### src/rtl/pifo_pkg.sv
// Shared types for the PIFO scheduler and its access controller.
// Push command bundle, data widths and small sizing helpers.
package pifo_pkg;

    localparam int DW = 32;

    typedef logic [DW-1:0] rank_t;
    typedef logic [DW-1:0] value_t;

    typedef struct packed {
        logic   valid;
        rank_t  rank;
        value_t value;
    } push_cmd_t;

    function automatic int ptr_w(input int n);
        return (n > 1) ? $clog2(n) : 1;
    endfunction

endpackage

### src/rtl/rr_pick2.sv
// Two-grant round-robin picker: first two set requests at/after ptr.
// Grants are limited by i_max (0..2); next pointer follows the last grant.
module rr_pick2
    import pifo_pkg::*;
#(
    parameter int NREQ = 4,
    parameter int PW   = 2
) (
    input  logic [NREQ-1:0] i_req,
    input  logic [PW-1:0]   i_ptr,
    input  logic [1:0]      i_max,
    output logic [NREQ-1:0] o_gnt1,
    output logic [NREQ-1:0] o_gnt2,
    output logic [PW-1:0]   o_idx1,
    output logic [PW-1:0]   o_idx2,
    output logic [1:0]      o_ngnt,
    output logic [PW-1:0]   o_next_ptr
);

    // cyclic scan from the pointer, taking up to i_max requesters
    always_comb begin
        int j;
        o_gnt1     = '0;
        o_gnt2     = '0;
        o_idx1     = '0;
        o_idx2     = '0;
        o_ngnt     = 2'd0;
        o_next_ptr = i_ptr;
        for (int k = 0; k < NREQ; k++) begin
            j = int'(i_ptr) + k;
            if (j >= NREQ) j = j - NREQ;
            if (i_req[j]) begin
                if (o_ngnt == 2'd0 && i_max != 2'd0) begin
                    o_gnt1[j]  = 1'b1;
                    o_idx1     = PW'(j);
                    o_ngnt     = 2'd1;
                    o_next_ptr = PW'((j + 1) % NREQ);
                end else if (o_ngnt == 2'd1 && i_max == 2'd2) begin
                    o_gnt2[j]  = 1'b1;
                    o_idx2     = PW'(j);
                    o_ngnt     = 2'd2;
                    o_next_ptr = PW'((j + 1) % NREQ);
                end
            end
        end
    end

endmodule

### src/rtl/pifo_access_ctrl.sv
// Front-end for the two-push/one-pop PIFO: arbitration, push/pop
// interleave, occupancy and PIFO reset. Macro: PIFO_CTRL_DUAL_PUSH_EN.
module pifo_access_ctrl
    import pifo_pkg::*;
#(
    parameter int NREQ     = 4,
    parameter int N        = 10,
    parameter int MAX_POPS = 4
) (
    input  logic                   clk,
    input  logic                   rst_n,
    input  logic [NREQ-1:0]        req_valid,
    input  logic [NREQ*DW-1:0]     req_rank,
    input  logic [NREQ*DW-1:0]     req_value,
    output logic [NREQ-1:0]        req_ready,
    input  logic                   pop_req,
    output logic                   pop_ack,
    output logic                   out_valid,
    output logic [DW-1:0]          out_value,
    output logic [$clog2(N+1)-1:0] occ,
    output logic                   fs_rst,
    output logic                   fs_push_1,
    output rank_t                  fs_push_rank_1,
    output value_t                 fs_push_value_1,
    output logic                   fs_push_2,
    output rank_t                  fs_push_rank_2,
    output value_t                 fs_push_value_2,
    output logic                   fs_pop,
    input  logic                   fs_pop_valid,
    input  logic [DW-1:0]          fs_pop_value
);

    localparam int OW = $clog2(N + 1);
    localparam int PW = ptr_w(NREQ);
    localparam int RW = $clog2(MAX_POPS + 1);

    typedef enum logic [1:0] {ST_INIT, ST_NORMAL, ST_FORCE} state_t;

    state_t    r_state;
    logic      r_init_cnt;
    logic [OW-1:0] r_occ;
    logic [PW-1:0] r_ptr;
    logic [RW-1:0] r_run;
    logic      r_fs_rst;
    push_cmd_t r_push1;
    push_cmd_t r_push2;
    logic      r_fs_pop;
    logic      r_out_valid;
    logic [DW-1:0] r_out_value;

    logic          w_pop_cycle;
    logic          w_push_cycle;
    logic [1:0]    w_max_gnt;
    logic [NREQ-1:0] w_gnt1;
    logic [NREQ-1:0] w_gnt2;
    logic [PW-1:0] w_idx1;
    logic [PW-1:0] w_idx2;
    logic [1:0]    w_ngnt;
    logic [PW-1:0] w_next_ptr;
    push_cmd_t     w_cmd1;
    push_cmd_t     w_cmd2;

    assign w_pop_cycle = (r_state == ST_NORMAL) && pop_req &&
                         (r_occ != '0) && (r_run < RW'(MAX_POPS));
    assign w_push_cycle = ((r_state == ST_NORMAL) && !w_pop_cycle) ||
                          (r_state == ST_FORCE);

    // room-limited grant budget for this push cycle
    always_comb begin
        w_max_gnt = 2'd0;
`ifdef PIFO_CTRL_DUAL_PUSH_EN
        if (w_push_cycle) begin
            if (r_occ <= OW'(N - 2))
                w_max_gnt = 2'd2;
            else if (r_occ == OW'(N - 1))
                w_max_gnt = 2'd1;
        end
`else
        if (w_push_cycle && (r_occ < OW'(N)))
            w_max_gnt = 2'd1;
`endif
    end

    rr_pick2 #(
        .NREQ (NREQ),
        .PW   (PW)
    ) u_pick (
        .i_req      (req_valid),
        .i_ptr      (r_ptr),
        .i_max      (w_max_gnt),
        .o_gnt1     (w_gnt1),
        .o_gnt2     (w_gnt2),
        .o_idx1     (w_idx1),
        .o_idx2     (w_idx2),
        .o_ngnt     (w_ngnt),
        .o_next_ptr (w_next_ptr)
    );

    // payload of the granted requesters, first grant on slot 1
    always_comb begin
        w_cmd1       = '0;
        w_cmd2       = '0;
        w_cmd1.valid = (w_ngnt != 2'd0);
        w_cmd1.rank  = req_rank[w_idx1*DW +: DW];
        w_cmd1.value = req_value[w_idx1*DW +: DW];
`ifdef PIFO_CTRL_DUAL_PUSH_EN
        w_cmd2.valid = (w_ngnt == 2'd2);
`else
        w_cmd2.valid = 1'b0;
`endif
        w_cmd2.rank  = req_rank[w_idx2*DW +: DW];
        w_cmd2.value = req_value[w_idx2*DW +: DW];
    end

    assign req_ready       = w_gnt1 | w_gnt2;
    assign pop_ack         = w_pop_cycle;
    assign occ             = r_occ;
    assign fs_rst          = r_fs_rst;
    assign fs_push_1       = r_push1.valid;
    assign fs_push_rank_1  = r_push1.rank;
    assign fs_push_value_1 = r_push1.value;
    assign fs_push_2       = r_push2.valid;
    assign fs_push_rank_2  = r_push2.rank;
    assign fs_push_value_2 = r_push2.value;
    assign fs_pop          = r_fs_pop;
    assign out_valid       = r_out_valid;
    assign out_value       = r_out_value;

    // control FSM, occupancy, pointer and registered PIFO commands
    always_ff @(posedge clk or negedge rst_n) begin
        if (!rst_n) begin
            r_state     <= ST_INIT;
            r_init_cnt  <= 1'b0;
            r_occ       <= '0;
            r_ptr       <= '0;
            r_run       <= '0;
            r_fs_rst    <= 1'b1;
            r_push1     <= '0;
            r_push2     <= '0;
            r_fs_pop    <= 1'b0;
            r_out_valid <= 1'b0;
            r_out_value <= '0;
        end else begin
            r_push1     <= w_cmd1;
            r_push2     <= w_cmd2;
            r_fs_pop    <= w_pop_cycle;
            r_out_valid <= r_fs_pop & fs_pop_valid;
            r_out_value <= fs_pop_value;
            r_occ       <= r_occ + OW'(w_ngnt) - OW'(w_pop_cycle);
            if (w_ngnt != 2'd0)
                r_ptr <= w_next_ptr;
            unique case (r_state)
                ST_INIT: begin
                    if (r_init_cnt) begin
                        r_state  <= ST_NORMAL;
                        r_fs_rst <= 1'b0;
                    end else begin
                        r_init_cnt <= 1'b1;
                    end
                end
                ST_NORMAL: begin
                    if (w_pop_cycle && (|req_valid)) begin
                        r_run <= r_run + RW'(1);
                        if (r_run == RW'(MAX_POPS - 1))
                            r_state <= ST_FORCE;
                    end else begin
                        r_run <= '0;
                    end
                end
                ST_FORCE: begin
                    r_run   <= '0;
                    r_state <= ST_NORMAL;
                end
                default: r_state <= ST_INIT;
            endcase
        end
    end

endmodule

### config.mk
export PLATFORM = sky130hd
export DESIGN_NAME = pifo_access_ctrl
export DESIGN_NICKNAME = d
export VERILOG_FILES = /design/src/rtl/pifo_pkg.sv /design/src/rtl/rr_pick2.sv /design/src/rtl/pifo_access_ctrl.sv
export SDC_FILE = /design/constraint.sdc
export NUM_CORES = 1
export LEC_CHECK = 0
export ABC_CLOCK_PERIOD_IN_PS = 6200
export CORE_AREA = 2 2 180 182
export CTS_CLUSTER_DIAMETER = 150
export DETAILED_ROUTE_END_ITERATION = 16
export DIE_AREA = 0 0 182 184
export DONT_BUFFER_PORTS = 1
export GPL_ROUTABILITY_DRIVEN = 0
export GPL_TIMING_DRIVEN = 0
export MAX_ROUTING_LAYER = met4
export PLACE_DENSITY = 0.5
export SLEW_MARGIN = 25
export SYNTH_ARGS = -nofsm -noshare
export SYNTH_HDL_FRONTEND = slang
export SYNTH_HIERARCHICAL = 1
export SYNTH_SLANG_ARGS = --single-unit
### constraint.sdc
create_clock -name clk -period 6.2 [get_ports clk]
set_input_delay 1.55 -clock clk [delete_from_list [all_inputs] [get_ports clk]]
set_output_delay 1.55 -clock clk [all_outputs]
set_load 0.03 [all_outputs]
==> metrics, run 1 <==
status finished, final reports clean; Post-synth top cells 175 x dfrtp_1, 132 x mux4_2, 24 x ha_1; flop2flop setup slack 1.46 ns; fin crit period 5.47 ns; Synth top area share 0.494; vias in the first global route 6015; CTS root buf clkbuf_16; count leader, synth dfrtp_1; share of layout cells above drive strength 1 0.350; asr flop ratio synth 1.00; worst min path class reg -> reg; post-synthesis sequential area ratio 0.497; post-DP HPWL 24400 um; Slew Limit Fails 0; largest cells by area after synthesis dfrtp_1 49%, mux4_2 34%, ha_1 3.4%; final setup vio count 0; GRT Residual Overflow 0; initial core utilization 0.282; placed instance count 936; CTS tree done; DR iter-0 viols 361; drt first pass iters 5; Via density 5.67; RSZ-0062 raised after global routing no; final count of hold timing violations 0; TritonCTS buffer count 17; non-filler cells in the finished layout 973; # H-tree levels 4; die height 184 um; worst-margin pin slew 0.873 ns; Synth Cell Area 0.00886 sq mm; CTS resizes 0; Reg-to-Reg Start r_ptr[0]; CP startpoint kind register; post-route ant nets 0; kind of critical path reg -> out; Final nets 874; Clock Power Share 0.152; postcts setup bufs 0; sequential power share 0.386; area growth from synthesis to layout 13.1%; Die ar. 0.0335 sq mm; max_cap viols 0; PortBufs 0; area of the multi-input gates 0.00421 sq mm; sw frac 0.475; Core Region 0.0314 sq mm; Tcrit/Tclk final 0.882; synthesis-stage register bit count 176; Fmax achieved 183 MHz; overall power 7540 uW; post-synthesis instance total 528; via count of the routed design 5513; combinational share of power 0.462; Seq. cell area 0.00441 sq mm; # rows 65; Req. time, crit path 4.65 ns; I/O pin count 470; met3 Track Usage GR 0.0600; clk slew on worst S/H paths 0.08 ns; CP max FO 10; Clock Path Buffers 2; Synth area leader dfrtp_1; routed len/inst 31.4 um; met1 usage in global routing 0.210; met2 Usage GRT 0.311; EDFF count, synth 0; worst r2r path cells 13; Worst EP arrival 3.92 ns; Total GRT Usage 0.185; final wirelength 30600 um; post-synthesis average cell area 16.8 sq um; end of the critical path req_ready[1]; Sink Count 176; PwrDens 753 mW/mm^2; Leakage Power 0.00388 uW; initial antenna violation count 3; clock skew 0.0114 ns; setup TNS 0 ns; Slew headroom 0.418; Worst setup startpoint r_ptr[0]; Distinct cells, synth 53; worst-skew pair later-pin latency 0.43 ns; Max VDD drop 371 uV; fill cell count 3091; Synth Flop Type dfrtp_1; P_int 3960 uW; global-route wire length before repair 43100 um; Warnings, synthesis 6; crit end category output pin; DRC errors left 0; most used routing layer met2; FF-to-FF End fs_push_value_1[5]; width of the die 182 um; Hold-fix buffers, CTS 0; largest net degree at the start of global routing 177; Sw Pwr 3580 uW
==> routing by layer <==
layer / routed length, um / up-vias
met2: 16000 / 351
met5: 0 / -
met1: 11200 / 2982
met3: 2730 / 39
met4: 546 / 0
li1: - / 2141
==> cell type report <==
type                       instances  area share
antenna                            5     0.00125
tap                              402      0.0502
sequential                       176       0.440
clock buffer                      17      0.0425
multi-input combinational        297       0.420
buffer                            38      0.0182
clock inverter                    15      0.0196
inverter                          23     0.00862
==> per-stage QoR <==
step                      utilization  worst slack, ns  hold WS [ns]  instance area, sq um
final                           0.319            0.733         0.471                 10000
after global routing            0.319            0.495         0.488                 10000
after CTS                       0.319            0.758         0.471                 10000
after detailed placement        0.299            0.873         0.451                  9380
after global placement          0.299            0.910         0.442                  9380
after floorplan                     -             1.32         0.412                  8880
==> power by group through the flow <==
| stage | Clock, uW | Sequential, uW | Combinational, uW |
|---|---|---|---|
| global placement | 0 | 2950 | 3310 |
| finish | 1150 | 2910 | 3480 |
| global route | 1230 | 2950 | 3780 |
| floorplan | 0 | 2790 | 2700 |
| detailed placement | 0 | 2940 | 3420 |
| CTS | 1170 | 2920 | 3420 |
==> logic make-up after synthesis <==
| logic type | after synthesis | share of synthesized area |
|---|---|---|
| other cells | 1 | 0.000423 |
| buf+inv | 61 | 0.0302 |
| simple gates | 52 | 0.0311 |
| flops | 176 | 0.497 |
| compound gates | 66 | 0.0504 |
| fa+ha+maj | 26 | 0.0373 |
| mux | 143 | 0.349 |
| xor+xnor | 3 | 0.00381 |
==> registers in the layout, summed over array words and instances, names as in the netlist, 2 cells and up <==
name             count
r_run                3
r_state              2
fs_push_value_2     32
fs_push_rank_1      32
occ                  4
fs_push_value_1     32
fs_push_rank_2      32
r_ptr                2
out_value           32
==> worst max-delay path, cell delays in order, from the launching register on <==
cell      delay, ns
dfrtp_1        0.52
buf_6          0.21
clkbuf_1       0.36
inv_1          0.23
ha_1           0.41
mux4_2         0.43
or2_1          0.34
nor3_1         0.44
a22oi_1        0.15
o21ai_0        0.13
or2_2          0.26
==> worst min-delay path by stage <==
stage,startpoint,end,slack [ns],cells after the start
floorplan,r_init_cnt,fs_rst,0.41,1
global placement,r_init_cnt,fs_rst,0.44,1
detailed placement,r_init_cnt,fs_rst,0.45,1
CTS,r_init_cnt,fs_rst,0.47,1
global route,r_init_cnt,fs_rst,0.49,1
finish,r_init_cnt,fs_rst,0.47,1
==> cell usage in the layout (no fill, tap or decap), drive strengths merged, types with 2 or more instances in the layout <==
cell type and n:
mux4 132, bufinv 2, a22o 5, a22oi 10
nand3b 2, nor2b 2, a211oi 3, nand2b 5
clkbuf 35, nor4 2, ha 24, mux2i 5
nor2 10, buf 20, dfrtp 175, nand2 7
conb 7, clkinv 5, o21ai 19, o22a 2
xor2 2, nor3 5, mux2 6, nand3 4
or2 7, diode 5, o21a 2, a21oi 8
and3 4, inv 30, a21o 5
(Power assumes the default switching activity.)
==> run 2: changes to the inputs <==
CELL_PAD_IN_SITES_DETAIL_PLACEMENT = 1   (was not set)
CELL_PAD_IN_SITES_GLOBAL_PLACEMENT = 1   (was not set)
CORE_AREA = 2 2 181 183   (was 2 2 180 182)
DIE_AREA = 0 0 183 185   (was 0 0 182 184)
PLACE_DENSITY = 0.58   (was 0.5)
==> metrics, run 2 (same netlist as run 1, synthesis figures left out) <==
post-route ant nets 0; commonest cells after routing, fill and taps aside 175 x dfrtp_1, 132 x mux4_2, 24 x ha_1; combinational share of power 0.458; TritonCTS buffer count 17; final core occ 0.314; PortBufs 0; sw frac 0.468; Hold-fix buffers, CTS 0; overall power 7600 uW; vias in the first global route 5905; placed cell areas 0.00939 sq mm; I/O pin count 470; final setup vio count 0; crit path buf inv count 1; fin crit period 5.72 ns; Sw Pwr 3550 uW; drt first pass iters 4; Core Region 0.0320 sq mm; Clock Path Buffers 2; clock skew 0.0163 ns; Via density 5.58; P_int 4040 uW; CP max FO 9; max incr delay on CP 0.83 ns; Hold WS 0.450 ns; width of the die 183 um; kind of critical path reg -> out; CTS root buf clkbuf_16; CTS resizes 0; Sink Count 176; Req. time, crit path 4.65 ns; most common cell after layout, fill and taps aside dfrtp_1; Total GRT Usage 0.185; final count of hold timing violations 0; Final nets 874; Max VDD drop 267 uV; # rows 66; global-route wire length before repair 43200 um; slowest stage cell, crit path a211oi_1; delay-heaviest family, CP simple AND/OR/NAND/NOR gates; sequential power share 0.384; Leakage Power 0.00389 uW; routed len/inst 31.9 um; GRT Residual Overflow 0; Slew headroom 0.293; die height 185 um; initial core utilization 0.276; status finished, final reports clean; Final Instance Area 0.0101 sq mm; PwrDens 755 mW/mm^2; area growth from synthesis to layout 13.6%; CTS tree done; worst-skew pair later-pin latency 0.45 ns; share of layout cells above drive strength 1 0.348; Worst EP arrival 4.17 ns; RSZ-0062 raised after global routing no; crit end category output pin; worst min path class reg -> reg; Clock Power Share 0.158; worst-margin pin slew 1.05 ns; initial antenna violation count 2; CP startpoint kind register; clk slew on worst S/H paths 0.07 ns; Fmax achieved 175 MHz; postcts setup bufs 0; crit-path cells inv_1 > ha_1 > nor3b_1 > or2_1 > a21oi_1 > a211oi_1 > nor2_1 > nor3_1 > a22oi_1 > o21ai_0 > or2_2; DRC errors left 0; max_cap viols 0; setup TNS 0 ns; Tcrit/Tclk final 0.923; DR iter-0 viols 340; # H-tree levels 4; Slew Limit Fails 0; final wirelength 31200 um; largest net degree at the start of global routing 177; Die ar. 0.0339 sq mm; via count of the routed design 5454; post-DP HPWL 25100 um
-- run 2: changes by cell type in the layout (fill, tap and decap cells not counted), sizes merged --
| cell | before | now |
|---|---|---|
| inv | 30 | 29 |
| clkinvlp | 1 | 2 |
| diode | 5 | 4 |
| bufinv | 2 | 4 |
| clkbuf | 35 | 36 |
| clkinv | 5 | 2 |
-- run 2: path summary, 6_finish.rpt --
path,depth (start not counted),endpoint,slack [ns],from
setup / recovery,11,req_ready[0],0.48,occ[2]
max in group asynchronous,0,fs_push_value_1[31],5.11,rst_n
hold / removal,1,fs_rst,0.45,r_init_cnt
setup reg to reg,11,fs_push_value_1[29],1.30,occ[2]
hold reg to reg,1,fs_rst,0.45,r_init_cnt
min in group asynchronous,0,occ[1],0.80,rst_n
-- run 2: cell type report --
type | instances | area [sq um]
Tap cell | 408 | 510
Multi-Input combinational cell | 297 | 4210
Inverter | 23 | 86.3
Sequential cell | 176 | 4410
Clock buffer | 18 | 439
Antenna cell | 4 | 10.0
Clock inverter | 14 | 220
Fill cell | 3332 | 22000
Buffer | 38 | 181
-- run 2: worst reg2reg max path, delay by kind of cell, from the launching register on --
family,cells,cell delay (ns)
AO/OA/AOI/OAI,2,0.93
buffers and inverters,3,1.52
flip-flops,1,0.51
multiplexers,1,0.47
adder cells (fa/ha/maj),1,0.17
AND/OR/NAND/NOR,4,1.16
-- run 2: metal layers --
layer	track usage	vias up	routed length [um]
li1	-	2134	-
met4	0.0442	0	380
met2	0.319	290	16900
met1	0.203	3008	11000
met5	-	-	0
met3	0.0682	22	2940
-- run 2: power by group through the flow --
| stage | sequential, uW | combinational (uW) | clock [uW] |
|---|---|---|---|
| 6_report | 2910 | 3480 | 1200 |
| 5_1_grt | 2970 | 3790 | 1290 |
| 4_1_cts | 2930 | 3440 | 1240 |
| 3_5_place_dp | 2950 | 3430 | 0 |
| 3_3_place_gp | 2940 | 3300 | 0 |
| 2_1_floorplan | 2790 | 2700 | 0 |
-- run 2: metrics by stage --
step,cells,setup slack [ns]
after CTS,974,0.467
final,978,0.477
after floorplan,534,1.32
after detailed placement,942,0.549
after global routing,978,0.140
after global placement,942,0.692
==> run 3: changes to the inputs <==
GPL_TIMING_DRIVEN = not set   (was 0)
==> metrics, run 3 (same netlist as run 1, synthesis figures left out) <==
commonest cells after routing, fill and taps aside 175 x dfrtp_1, 132 x mux4_2, 24 x ha_1; Sink Count 176; CTS tree done; worst-skew pair later-pin latency 0.44 ns; Via density 5.53; Worst EP arrival 3.96 ns; Hold-fix buffers, CTS 0; status complete, but fails checks; initial core utilization 0.276; worst min path class reg -> reg; max_cap viols 0; worst r2r path cells 13; non-filler cells in the finished layout 952; Final nets 843; Clock Power Share 0.140; PortBufs 0; placed instance count 911; Core Region 0.0320 sq mm; largest net degree at the start of global routing 177; clock skew 0.0130 ns; global-route wire length before repair 40700 um; via count of the routed design 5262; # H-tree levels 4; Reg-to-Reg Start occ[2]; sequential power share 0.395; final wirelength 29300 um; P_int 3970 uW; DRC errors left 0; fill cell count 3344; fin crit period 5.51 ns; PwrDens 746 mW/mm^2; flop2flop setup slack 1.81 ns; Slew Limit Fails 65; Min-Delay Path Depth 1; final setup vio count 0; crit end category output pin; DR iter-0 viols 295; CTS resizes 0; Hold EP fs_rst; most common cell after layout, fill and taps aside dfrtp_1; Fmax achieved 182 MHz; clk slew on worst S/H paths 0.07 ns; area growth from synthesis to layout 11.8%; Clock Path Buffers 2; die height 185 um; setup TNS 0 ns; CTS root buf clkbuf_16; combinational share of power 0.465; sw frac 0.463; drt first pass iters 4; share of layout cells above drive strength 1 0.351; kind of critical path in -> out; routed len/inst 30.7 um; GRT Residual Overflow 0; worst-margin pin slew 7.07 ns; hold_sp r_init_cnt; I/O pin count 470; postcts setup bufs 0; CP max FO 9; FF-to-FF End fs_push_rank_2[30]; Leakage Power 0.00377 uW; Die ar. 0.0339 sq mm; RSZ-0062 raised after global routing no; vias in the first global route 5768; initial antenna violation count 4; Sw Pwr 3420 uW; width of the die 183 um; final count of hold timing violations 0; Slew headroom -3.71; post-DP HPWL 22900 um; Max VDD drop 301 uV; post-route ant nets 0; TritonCTS buffer count 17; Worst setup startpoint pop_req; Tcrit/Tclk final 0.888; CP startpoint kind primary input; # rows 66; Total GRT Usage 0.174; violated checks max-slew violations; Req. time, crit path 4.65 ns
==> run 3: stage by stage <==
step	util	worst slack (ns)	total power [uW]	instance area [sq um]	hold WS, ns
final	0.309	0.693	7380	9900	0.446
after global routing	0.309	0.400	7800	9890	0.482
after CTS	0.308	0.666	7410	9880	0.442
after detailed placement	0.290	0.675	6340	9300	0.445
after global placement	0.290	0.759	6230	9300	0.432
after floorplan	-	1.32	5490	8880	0.412
==> run 3: area by class of cell <==
class | count | area [sq um] | area share
clock buffers | 17 | 425 | 0.0430
clock inverters | 15 | 148 | 0.0149
well taps | 408 | 510 | 0.0516
flip-flops and latches | 176 | 4410 | 0.445
diodes | 9 | 22.5 | 0.00228
multi-input cells | 297 | 4240 | 0.428
repair buffers | 7 | 65.1 | 0.00657
inverters | 23 | 86.3 | 0.00872
==> run 3: power groups by stage <==
stage               sequential [uW]  combinational, uW  clock (uW)
finish                         2910               3430        1040
global route                   2960               3710        1130
CTS                            2930               3400        1080
detailed placement             2950               3380           0
global placement               2950               3270           0
floorplan                      2790               2700           0
==> run 3: how the worst max path moves through the flow <==
stage                               to  slack (ns)  depth (start not counted)
after floorplan           req_ready[0]        1.32                         10
after global placement    req_ready[0]        0.76                         10
after detailed placement  req_ready[3]        0.68                         10
after CTS                 req_ready[3]        0.67                         10
after global routing      req_ready[3]        0.40                         10
final                     req_ready[2]        0.69                         10
==> run 3: critical path, stage by stage <==
cell and delay, ns:
nand3b_1 0.09, or2_1 0.26, a21oi_1 0.15, a211oi_1 0.12, nor2_1 0.67, inv_1 0.13, and3_1 0.24, a22oi_1 0.21
o21ai_0 0.12, or2_2 0.41
==> run 3: routing by layer <==
metal  global-route usage  vias to the layer above  wire length [um]
met5                    -                        -                 0
met4               0.0704                        0               724
met3               0.0588                       34              2800
met2                0.288                      269             15500
met1                0.194                     2877             10200
li1                     -                     2082                 -
